<file path="config.mk">
export PLATFORM = sky130hd
export DESIGN_NAME = alu_pipe
export DESIGN_NICKNAME = d
export VERILOG_FILES = /design/src/rtl/alu_pkg.sv /design/src/rtl/alu_core.sv /design/src/rtl/alu_pipe.sv
export SDC_FILE = /design/constraint.sdc
export NUM_CORES = 1
export LEC_CHECK = 0
export CORE_UTILIZATION = 35
export CTS_CLUSTER_SIZE = 8
export DETAILED_ROUTE_END_ITERATION = 16
export PLACE_DENSITY_LB_ADDON = 0.15
export SLEW_MARGIN = 20
export SYNTH_ARGS = -nofsm -noshare
export SYNTH_HDL_FRONTEND = slang
export SYNTH_SLANG_ARGS = --single-unit
</file>
<file path="constraint.sdc">
create_clock -name clk -period 4.3 [get_ports clk]
set_clock_uncertainty 0.2 [all_clocks]
set_input_delay 0.86 -clock clk [delete_from_list [all_inputs] [get_ports clk]]
set_output_delay 0.86 -clock clk [all_outputs]
set_load 0.03 [all_outputs]
</file>
<file path="src/rtl/alu_pkg.sv">
// Shared opcode and flag definitions for the pipelined ALU.
// Imported by alu_core and alu_pipe.
package alu_pkg;

  typedef enum logic [2:0] {
    ALU_ADD = 3'b000,
    ALU_SUB = 3'b001,
    ALU_AND = 3'b010,
    ALU_OR  = 3'b011,
    ALU_XOR = 3'b100,
    ALU_SLL = 3'b101,
    ALU_SRL = 3'b110,
    ALU_SLT = 3'b111
  } alu_op_e;

  localparam int FLG_Z = 3;
  localparam int FLG_N = 2;
  localparam int FLG_C = 1;
  localparam int FLG_V = 0;

endpackage

</file>
<file path="src/rtl/alu_core.sv">
// Combinational ALU datapath: (a, b, op) -> (res, flags).
// Define ALU_SAT_EN to saturate ADD/SUB on signed overflow.
module alu_core
  import alu_pkg::*;
#(
  parameter int WIDTH = 16
) (
  input  logic [WIDTH-1:0] i_a,
  input  logic [WIDTH-1:0] i_b,
  input  alu_op_e          i_op,
  output logic [WIDTH-1:0] o_res,
  output logic [3:0]       o_flags
);

  localparam int SHW = $clog2(WIDTH);

`ifdef ALU_SAT_EN
  localparam bit SAT = 1'b1;
`else
  localparam bit SAT = 1'b0;
`endif

  logic [WIDTH:0]     w_add;
  logic [WIDTH:0]     w_sub;
  logic               w_add_v;
  logic               w_sub_v;
  logic               w_slt;
  logic [SHW-1:0]     w_amt;
  logic [WIDTH-1:0]   w_sat;
  logic [WIDTH-1:0]   w_res;
  logic               w_c;
  logic               w_v;

  assign w_add = {1'b0, i_a} + {1'b0, i_b};
  assign w_sub = {1'b0, i_a} - {1'b0, i_b};

  assign w_add_v = (i_a[WIDTH-1] == i_b[WIDTH-1])
                 & (w_add[WIDTH-1] != i_a[WIDTH-1]);
  assign w_sub_v = (i_a[WIDTH-1] != i_b[WIDTH-1])
                 & (w_sub[WIDTH-1] != i_a[WIDTH-1]);

  assign w_slt = $signed(i_a) < $signed(i_b);
  assign w_amt = i_b[SHW-1:0];

  // On overflow the sign of a tells which rail was crossed
  assign w_sat = i_a[WIDTH-1] ? {1'b1, {(WIDTH-1){1'b0}}}
                              : {1'b0, {(WIDTH-1){1'b1}}};

  always_comb begin
    w_res = '0;
    w_c   = 1'b0;
    w_v   = 1'b0;
    unique case (i_op)
      ALU_ADD: begin
        w_res = w_add[WIDTH-1:0];
        w_c   = w_add[WIDTH];
        w_v   = w_add_v;
      end
      ALU_SUB: begin
        w_res = w_sub[WIDTH-1:0];
        w_c   = w_sub[WIDTH];
        w_v   = w_sub_v;
      end
      ALU_AND: w_res = i_a & i_b;
      ALU_OR:  w_res = i_a | i_b;
      ALU_XOR: w_res = i_a ^ i_b;
      ALU_SLL: w_res = i_a << w_amt;
      ALU_SRL: w_res = i_a >> w_amt;
      ALU_SLT: w_res = {{(WIDTH-1){1'b0}}, w_slt};
      default: w_res = '0;
    endcase
    if (SAT && w_v) w_res = w_sat;
  end

  always_comb begin
    o_res          = w_res;
    o_flags        = '0;
    o_flags[FLG_Z] = (w_res == '0);
    o_flags[FLG_N] = w_res[WIDTH-1];
    o_flags[FLG_C] = w_c;
    o_flags[FLG_V] = w_v;
  end

endmodule

</file>
<file path="src/rtl/alu_pipe.sv">
// Two-stage pipelined ALU with valid/ready on both sides.
// ALU_SAT_EN (optional) enables ADD/SUB saturation in alu_core.
module alu_pipe
  import alu_pkg::*;
#(
  parameter int WIDTH = 16
) (
  input  logic             clk,
  input  logic             rst_n,
  input  logic             in_valid,
  output logic             in_ready,
  input  logic [WIDTH-1:0] in1,
  input  logic [WIDTH-1:0] in2,
  input  logic [2:0]       sel,
  output logic             out_valid,
  input  logic             out_ready,
  output logic [WIDTH-1:0] out,
  output logic [3:0]       flags
);

  logic             r_s1_v;
  logic [WIDTH-1:0] r_s1_a;
  logic [WIDTH-1:0] r_s1_b;
  alu_op_e          r_s1_op;
  logic             r_s2_v;
  logic [WIDTH-1:0] r_out;
  logic [3:0]       r_flags;

  logic             w_s2_adv;
  logic             w_s1_adv;
  logic [WIDTH-1:0] w_res;
  logic [3:0]       w_flags;

  // A stage moves when empty or when its content leaves this cycle
  assign w_s2_adv = !r_s2_v | out_ready;
  assign w_s1_adv = !r_s1_v | w_s2_adv;

  alu_core #(.WIDTH(WIDTH)) u_core (
    .i_a     (r_s1_a),
    .i_b     (r_s1_b),
    .i_op    (r_s1_op),
    .o_res   (w_res),
    .o_flags (w_flags)
  );

  always_ff @(posedge clk or negedge rst_n) begin
    if (!rst_n) begin
      r_s1_v  <= 1'b0;
      r_s1_a  <= '0;
      r_s1_b  <= '0;
      r_s1_op <= ALU_ADD;
    end else if (w_s1_adv) begin
      r_s1_v <= in_valid;
      if (in_valid) begin
        r_s1_a  <= in1;
        r_s1_b  <= in2;
        r_s1_op <= alu_op_e'(sel);
      end
    end
  end

  always_ff @(posedge clk or negedge rst_n) begin
    if (!rst_n) begin
      r_s2_v  <= 1'b0;
      r_out   <= '0;
      r_flags <= '0;
    end else if (w_s2_adv) begin
      r_s2_v <= r_s1_v;
      if (r_s1_v) begin
        r_out   <= w_res;
        r_flags <= w_flags;
      end
    end
  end

  assign in_ready  = w_s1_adv;
  assign out_valid = r_s2_v;
  assign out       = r_out;
  assign flags     = r_flags;

endmodule

</file>
==> results of run 1 <==
-- worst register-to-register path, cell delays in order, from the launching register on --
cell and delay (ns):
dfrtp_1 0.47, inv_1 0.14, ha_1 0.34, nor2_1 0.19, o311ai_0 0.22, a2111oi_1 0.73, a21oi_1 0.23, nor3_1 0.38
o21bai_1 0.14, a21oi_1 0.22, o311ai_1 0.15, o41ai_2 0.29
-- routing by layer --
metal | vias up | wire length, µm | global-route usage (%)
met3 | 37 | 1130 | 3.25
li1 | 2701 | - | -
met1 | 2917 | 10500 | 35.1
met4 | 0 | 505 | 7.87
met5 | - | 0 | 0
met2 | 241 | 10200 | 40.3
-- final timing paths --
kind | startpoint | to | cells after the start | slack, ns
worst min-delay path | out[8] | out[8] | 2 | 0.27
worst max register to register | r_s1_a[1] | flags[3] | 11 | 0.51
max in group asynchronous | rst_n | r_s1_b[0] | 2 | 2.62
worst max-delay path | r_s1_a[1] | flags[3] | 11 | 0.51
worst min register to register | out[8] | out[8] | 2 | 0.27
min in group asynchronous | rst_n | r_s1_v | 1 | 0.40
-- area by class of cell --
type / instances / area [µm²]
Multi-Input combinational cell: 545 / 4270
Sequential cell: 56 / 1400
Inverter: 50 / 188
Tap cell: 225 / 282
Fill cell: 1756 / 10100
Timing Repair Buffer: 99 / 888
Clock buffer: 8 / 146
-- sequential cells by signal, indices dropped and copies added (netlist names) --
register   count
r_s1_b        16
r_s1_v         1
flags          4
out           15
r_s1_op        3
r_s1_a        16
out_valid      1
-- cells by family after synthesis --
group / after synthesis / synth area share (%)
XOR/XNOR: 14 / 1.97
adder cells (fa/ha/maj): 51 / 10.5
buffers and inverters: 105 / 8.68
AND/OR/NAND/NOR: 195 / 15.1
AO/OA/AOI/OAI: 206 / 23.2
flip-flops: 56 / 22.6
multiplexers: 79 / 17.9
-- through the flow --
stage                     cells  utilization (%)  worst slack [ns]  cell area [µm²]  hold slack (ns)
final                       983             41.5             0.512             7180            0.275
after global placement      975             40.7             0.535             7030            0.257
after CTS                   983             41.5             0.542             7180            0.280
after global routing        983             41.5             0.196             7180            0.305
after detailed placement    975             40.7             0.554             7030            0.262
after floorplan             706                -             0.344             6210            0.271
-- power groups by stage --
stage	logic (µW)	clock network (µW)	registers (µW)
4_1_cts	2030	459	761
2_1_floorplan	1270	0	868
5_1_grt	2210	474	780
3_3_place_gp	2020	0	765
6_report	2060	435	759
3_5_place_dp	2020	0	772
-- placed cells by master (no fill, tap or decap), drive strengths merged, types with 5 or more instances in the layout --
master | netlist | final
a221oi | 5 | 5
nand2 | 64 | 64
o211ai | 9 | 9
inv | 50 | 50
nand3 | 10 | 10
a21oi | 43 | 43
nor3 | 16 | 16
mux2i | 14 | 14
a21o | 5 | 5
xnor2 | 11 | 11
a22oi | 15 | 15
nor2 | 53 | 53
nor2b | 9 | 9
o31ai | 6 | 6
a211oi | 11 | 11
mux2 | 45 | 45
o21ai | 37 | 37
clkbuf | 39 | 8
ha | 49 | 49
dfrtp | 56 | 56
buf | 16 | 40
mux4 | 20 | 20
a31oi | 7 | 7
nand4 | 7 | 7
nand2b | 12 | 12
o311ai | 5 | 5
o22ai | 9 | 9
clkdlybuf4s50 | 0 | 59
==> flow_summary_export.csv, run 1 <==
group,metric,value,unit
outcome,status,"finished clean",
clocking,clock-sinks,56,
clocking,clk_pin_slew,0.07,ns
routing,drt_iter0_drc,522,
power_and_ir_drop,ir_worst_vdd,0.000225,V
synthesis,synth.top_cell.area_share,22.6,%
sta,tightest_slew,0.966,ns
clocking,clk_latency,0.31,ns
sta,tns,0,ns
clocking,cts_tree,"done",
final_layout,n_antenna_cell,0,
power_and_ir_drop,p_leak,0.00304,µW
power_and_ir_drop,finalPower,3250,µW
synthesis,syn_area_per_cell,8.80,µm²
global_routing,antenna_found_initial,0,
power_and_ir_drop,power_frac_seq,23.4,%
sta,rsz0062_at_grt,"no",
power_and_ir_drop,comb_power_share,63.3,%
power_and_ir_drop,power.switching,1530,µW
sta,post-route-period-util,88.1,%
clocking,numCtsBuffers,5,
clocking,root_buffer,"clkbuf_16",
critical_path,worstPathMaxFanout,5,
placed_design,hpwl,17500,µm
synthesis,yosysUniqueCellTypes,82,
synthesis,ys_warn_count,0,
clocking,cts_buffer_depth,2,
synthesis,synth.area.top_cells,"dfrtp_1 (23%), ha_1 (9.9%), mux2_2 (8.2%)",
clocking,htree_levels,2,
critical_path,start_kind,"flip-flop",
critical_path,critPathBufInv,1,
synthesis,synth_flop_cell,"dfrtp_1",
routing,drc_errors,0,
critical_path,cp_top_family,"compound AO/OA/AOI/OAI gates",
clocking,cts_setup_buffers,0,
final_layout,nets,847,
power_and_ir_drop,power_density,453,nW/µm²
power_and_ir_drop,p_sw_share,47.1,%
sta,final-setup-viol-count,0,
floorplanning,rows,48,
power_and_ir_drop,intPower,1720,µW
synthesis,yosys.area.top_type,"dfrtp_1",
floorplanning,ioPinCount,61,
sta,slew_headroom,35.4,%
global_routing,grt_pass1_wl,34800,µm
final_layout,drive_above_1_share,16.6,%
synthesis,synthArstFlopShare,100,%
critical_path,crit_type,"flip-flop to flip-flop",
critical_path,crit_slowest_cell,"a2111oi_1",
floorplanning,die_h,135,µm
critical_path,timing.critical_path.mode_cell,"a21oi_1",
floorplanning,coreArea,17300,µm²
synthesis,yosysSeqAreaShare,22.6,%
floorplanning,die_w,135,µm
critical_path,crit_chain,"inv_1, ha_1, nor2_1, o311ai_0, a2111oi_1, a21oi_1, nor3_1, o21bai_1, a21oi_1, o311ai_1, o41ai_2",
hold_path,hold_path.class,"flip-flop to flip-flop",
global_routing,grt_start_max_net_pins,36,
synthesis,postSynthCellCount,706,
sta,hold_viol,0,
routing,via_per_inst,6.00,
synthesis,synth_nets,796,
clocking,cts_hold_buffers,0,
routing,dr.pass1.iters,5,
clocking,postCtsResizedCells,0,
power_and_ir_drop,clkPwrFrac,13.4,%
floorplanning,start_util,35.9,%
synthesis,synth_area,6210,µm²
routing,wl,22300,µm
critical_path,crit_arrival,3.80,ns
placed_design,port_buffers,60,
critical_path,critPathRequiredTime,4.31,ns
routing,wl_per_cell,22.7,µm
synthesis,ys_seq_elements,56,
routing,num_vias,5896,
synthesis,synth_edf_count,0,
routing,antenna_left,0,
global_routing,grt_use_total,25.2,%
sta,period_needed,3.79,ns
critical_path,critPathCaptureType,"flip-flop",
flow_run,max-cap-violations,0,
final_layout,area_growth,15.5,%
sta,slew_viol_final,0,
synthesis,yosys.cell_count.top_type,"nand2_1",
critical_path,slowest_delay,0.73,ns
sta,fmax,0.264,GHz
placed_design,place.gp.congestion,0.943,
synthesis,netlist_top_cells_count,"nand2_1 (64), dfrtp_1 (56), nor2_1 (53), ha_1 (49), inv_1 (49)",
global_routing,grt_pass1_vias,5913,
floorplanning,die_area,18300,µm²
global_routing,gr-total-overflow,0,
Note: power is estimated with default switching activity, not from simulation.
==> run 2, diff against run 1 <==
SKIP_CTS_REPAIR_TIMING = 1   (was unset)
==> results of run 2 <==
Same layout as run 1: the final DEF is identical, and so are final timing and power.
==> run 3, diff against run 2 <==
CORE_MARGIN = 5   (was unset)
==> flow_summary_export.csv, run 3 (synthesized netlist as in run 1, its figures left out) <==
group,metric,value,unit
sta,post-route-period-util,90.7,%
critical_path,start_kind,"flip-flop",
critical_path,startpoint,"r_s1_b[0]",
critical_path,crit_arrival,3.91,ns
critical_path,critPathBufInv,0,
global_routing,grt_pass1_wl,34000,µm
placed_design,place.gp.congestion,0.950,
power_and_ir_drop,p_leak,0.00303,µW
sta,period_needed,3.90,ns
floorplanning,rows,48,
power_and_ir_drop,finalPower,3250,µW
sta,hold_viol,0,
sta,tightest_slew,1.09,ns
clocking,root_buffer,"clkbuf_16",
critical_path,crit_slowest_cell,"dfrtp_2",
power_and_ir_drop,power_frac_seq,23.5,%
sta,rsz0062_at_grt,"no",
power_and_ir_drop,ir_worst_vdd,0.000240,V
global_routing,gr-total-overflow,0,
critical_path,rr_endpoint,"flags[3]",
global_routing,antenna_found_initial,0,
floorplanning,die_h,143,µm
power_and_ir_drop,comb_power_share,62.9,%
placed_design,dp.cells,972,
power_and_ir_drop,intPower,1720,µW
critical_path,crit_cells,11,
routing,via_per_inst,6.01,
sta,fin_ws,0.401,ns
routing,dr.pass1.iters,5,
floorplanning,coreArea,17400,µm²
global_routing,grt_use_total,21.4,%
critical_path,cp_top_family,"compound AO/OA/AOI/OAI gates",
placed_design,hpwl,17000,µm
critical_path,slowest_delay,0.50,ns
critical_path,crit_chain,"ha_1, fa_1, a211oi_1, o21ai_1, a2111oi_0, nor3_1, mux2i_1, xnor2_1, a221oi_2, o311ai_1, o41ai_2",
clocking,clock-sinks,56,
critical_path,critPathCaptureType,"flip-flop",
global_routing,grt_start_max_net_pins,40,
power_and_ir_drop,clkPwrFrac,13.5,%
floorplanning,die_w,143,µm
power_and_ir_drop,p_sw_share,47.1,%
final_layout,final_core_util,41.4,%
routing,wl,21800,µm
critical_path,crit_type,"flip-flop to flip-flop",
critical_path,reg2regPathDepth,11,
power_and_ir_drop,power.switching,1530,µW
sta,slew_viol_final,0,
clocking,htree_levels,2,
placed_design,dp_slack,0.380,ns
sta,slew_headroom,26.5,%
clocking,clk_latency,0.31,ns
routing,antenna_left,0,
floorplanning,start_util,35.8,%
final_layout,drive_above_1_share,16.6,%
critical_path,worstReg2RegStart,"r_s1_b[0]",
floorplanning,die_area,20500,µm²
routing,wl_per_cell,22.2,µm
outcome,status,"finished clean",
clocking,cts_buffer_depth,2,
sta,final-setup-viol-count,0,
routing,num_vias,5888,
final_layout,layout_commonest_cell,"nand2_1",
floorplanning,ioPinCount,61,
hold_path,hold_path.class,"flip-flop to flip-flop",
power_and_ir_drop,power_density,452,nW/µm²
critical_path,crit_end,"flags[3]",
global_routing,grt_pass1_vias,5739,
final_layout,area_growth,15.6,%
flow_run,max-cap-violations,0,
placed_design,port_buffers,60,
final_layout,n_antenna_cell,0,
final_layout,nets,844,
routing,drt_iter0_drc,644,
clocking,numCtsBuffers,5,
final_layout,mostFrequentLayoutCells,"nand2_1 (64), clkdlybuf4s50_1 (59), dfrtp_1 (55)",
critical_path,worstPathMaxFanout,9,
routing,drc_errors,0,
sta,fmax,0.256,GHz
clocking,cts_tree,"done",
clocking,clk_pin_slew,0.08,ns
critical_path,critPathRequiredTime,4.31,ns
critical_path,rrSetupSlack,0.40,ns
final_layout,finalNonFillerCells,980,
sta,tns,0,ns
## run 3: cell count changes in the layout (fill, tap and decap cells not counted)
cell and delta:
a221oi_1 -1, a221oi_2 +1, buf_12 +1, buf_4 -4
nor3_1 -1, nor3_2 +1
## run 3: how the worst min path moves through the flow
stage / slack (ns) / startpoint / cells after the start / end
finish: 0.28 / out[7] / 2 / out[7]
global route: 0.31 / out[8] / 2 / out[8]
CTS: 0.29 / out[7] / 2 / out[7]
detailed placement: 0.27 / out[7] / 2 / out[7]
global placement: 0.26 / out[7] / 2 / out[7]
floorplan: 0.27 / r_s1_v / 1 / out_valid
## run 3: area by class of cell
cell class	instances	area [µm²]
Clock buffer	8	146
Sequential cell	56	1400
Fill cell	1735	10200
Tap cell	225	282
Inverter	50	188
Timing Repair Buffer	96	878
Multi-Input combinational cell	545	4280
## run 3: power by group through the flow
stage | clock (µW) | sequential, µW | combinational (µW)
after floorplan | 0 | 868 | 1270
after global placement | 0 | 768 | 2000
after detailed placement | 0 | 776 | 2000
after CTS | 454 | 765 | 2010
after global routing | 475 | 784 | 2190
final | 439 | 765 | 2040
## run 3: tightest hold or removal path: stages (launching register included)
cell and delay, ns:
dfrtp_1 0.34, nand2_1 0.05, nand2_1 0.05
## run 3: metrics by stage
step / cell area [µm²] / hold slack, ns
2_1_floorplan: 6210 / 0.271
3_3_place_gp: 7020 / 0.257
3_5_place_dp: 7020 / 0.270
4_1_cts: 7170 / 0.288
5_1_grt: 7180 / 0.307
6_report: 7180 / 0.278
## run 3: metal layers
metal | up-vias | share of wire (%) | GRT usage [%] | wire [µm]
li1 | 2690 | - | - | -
met1 | 2866 | 46 | 31.5 | 9920
met2 | 287 | 44 | 32.3 | 9590
met3 | 45 | 7.6 | 3.15 | 1650
met4 | 0 | 2.8 | 6.84 | 602
met5 | - | 0 | 0 | 0
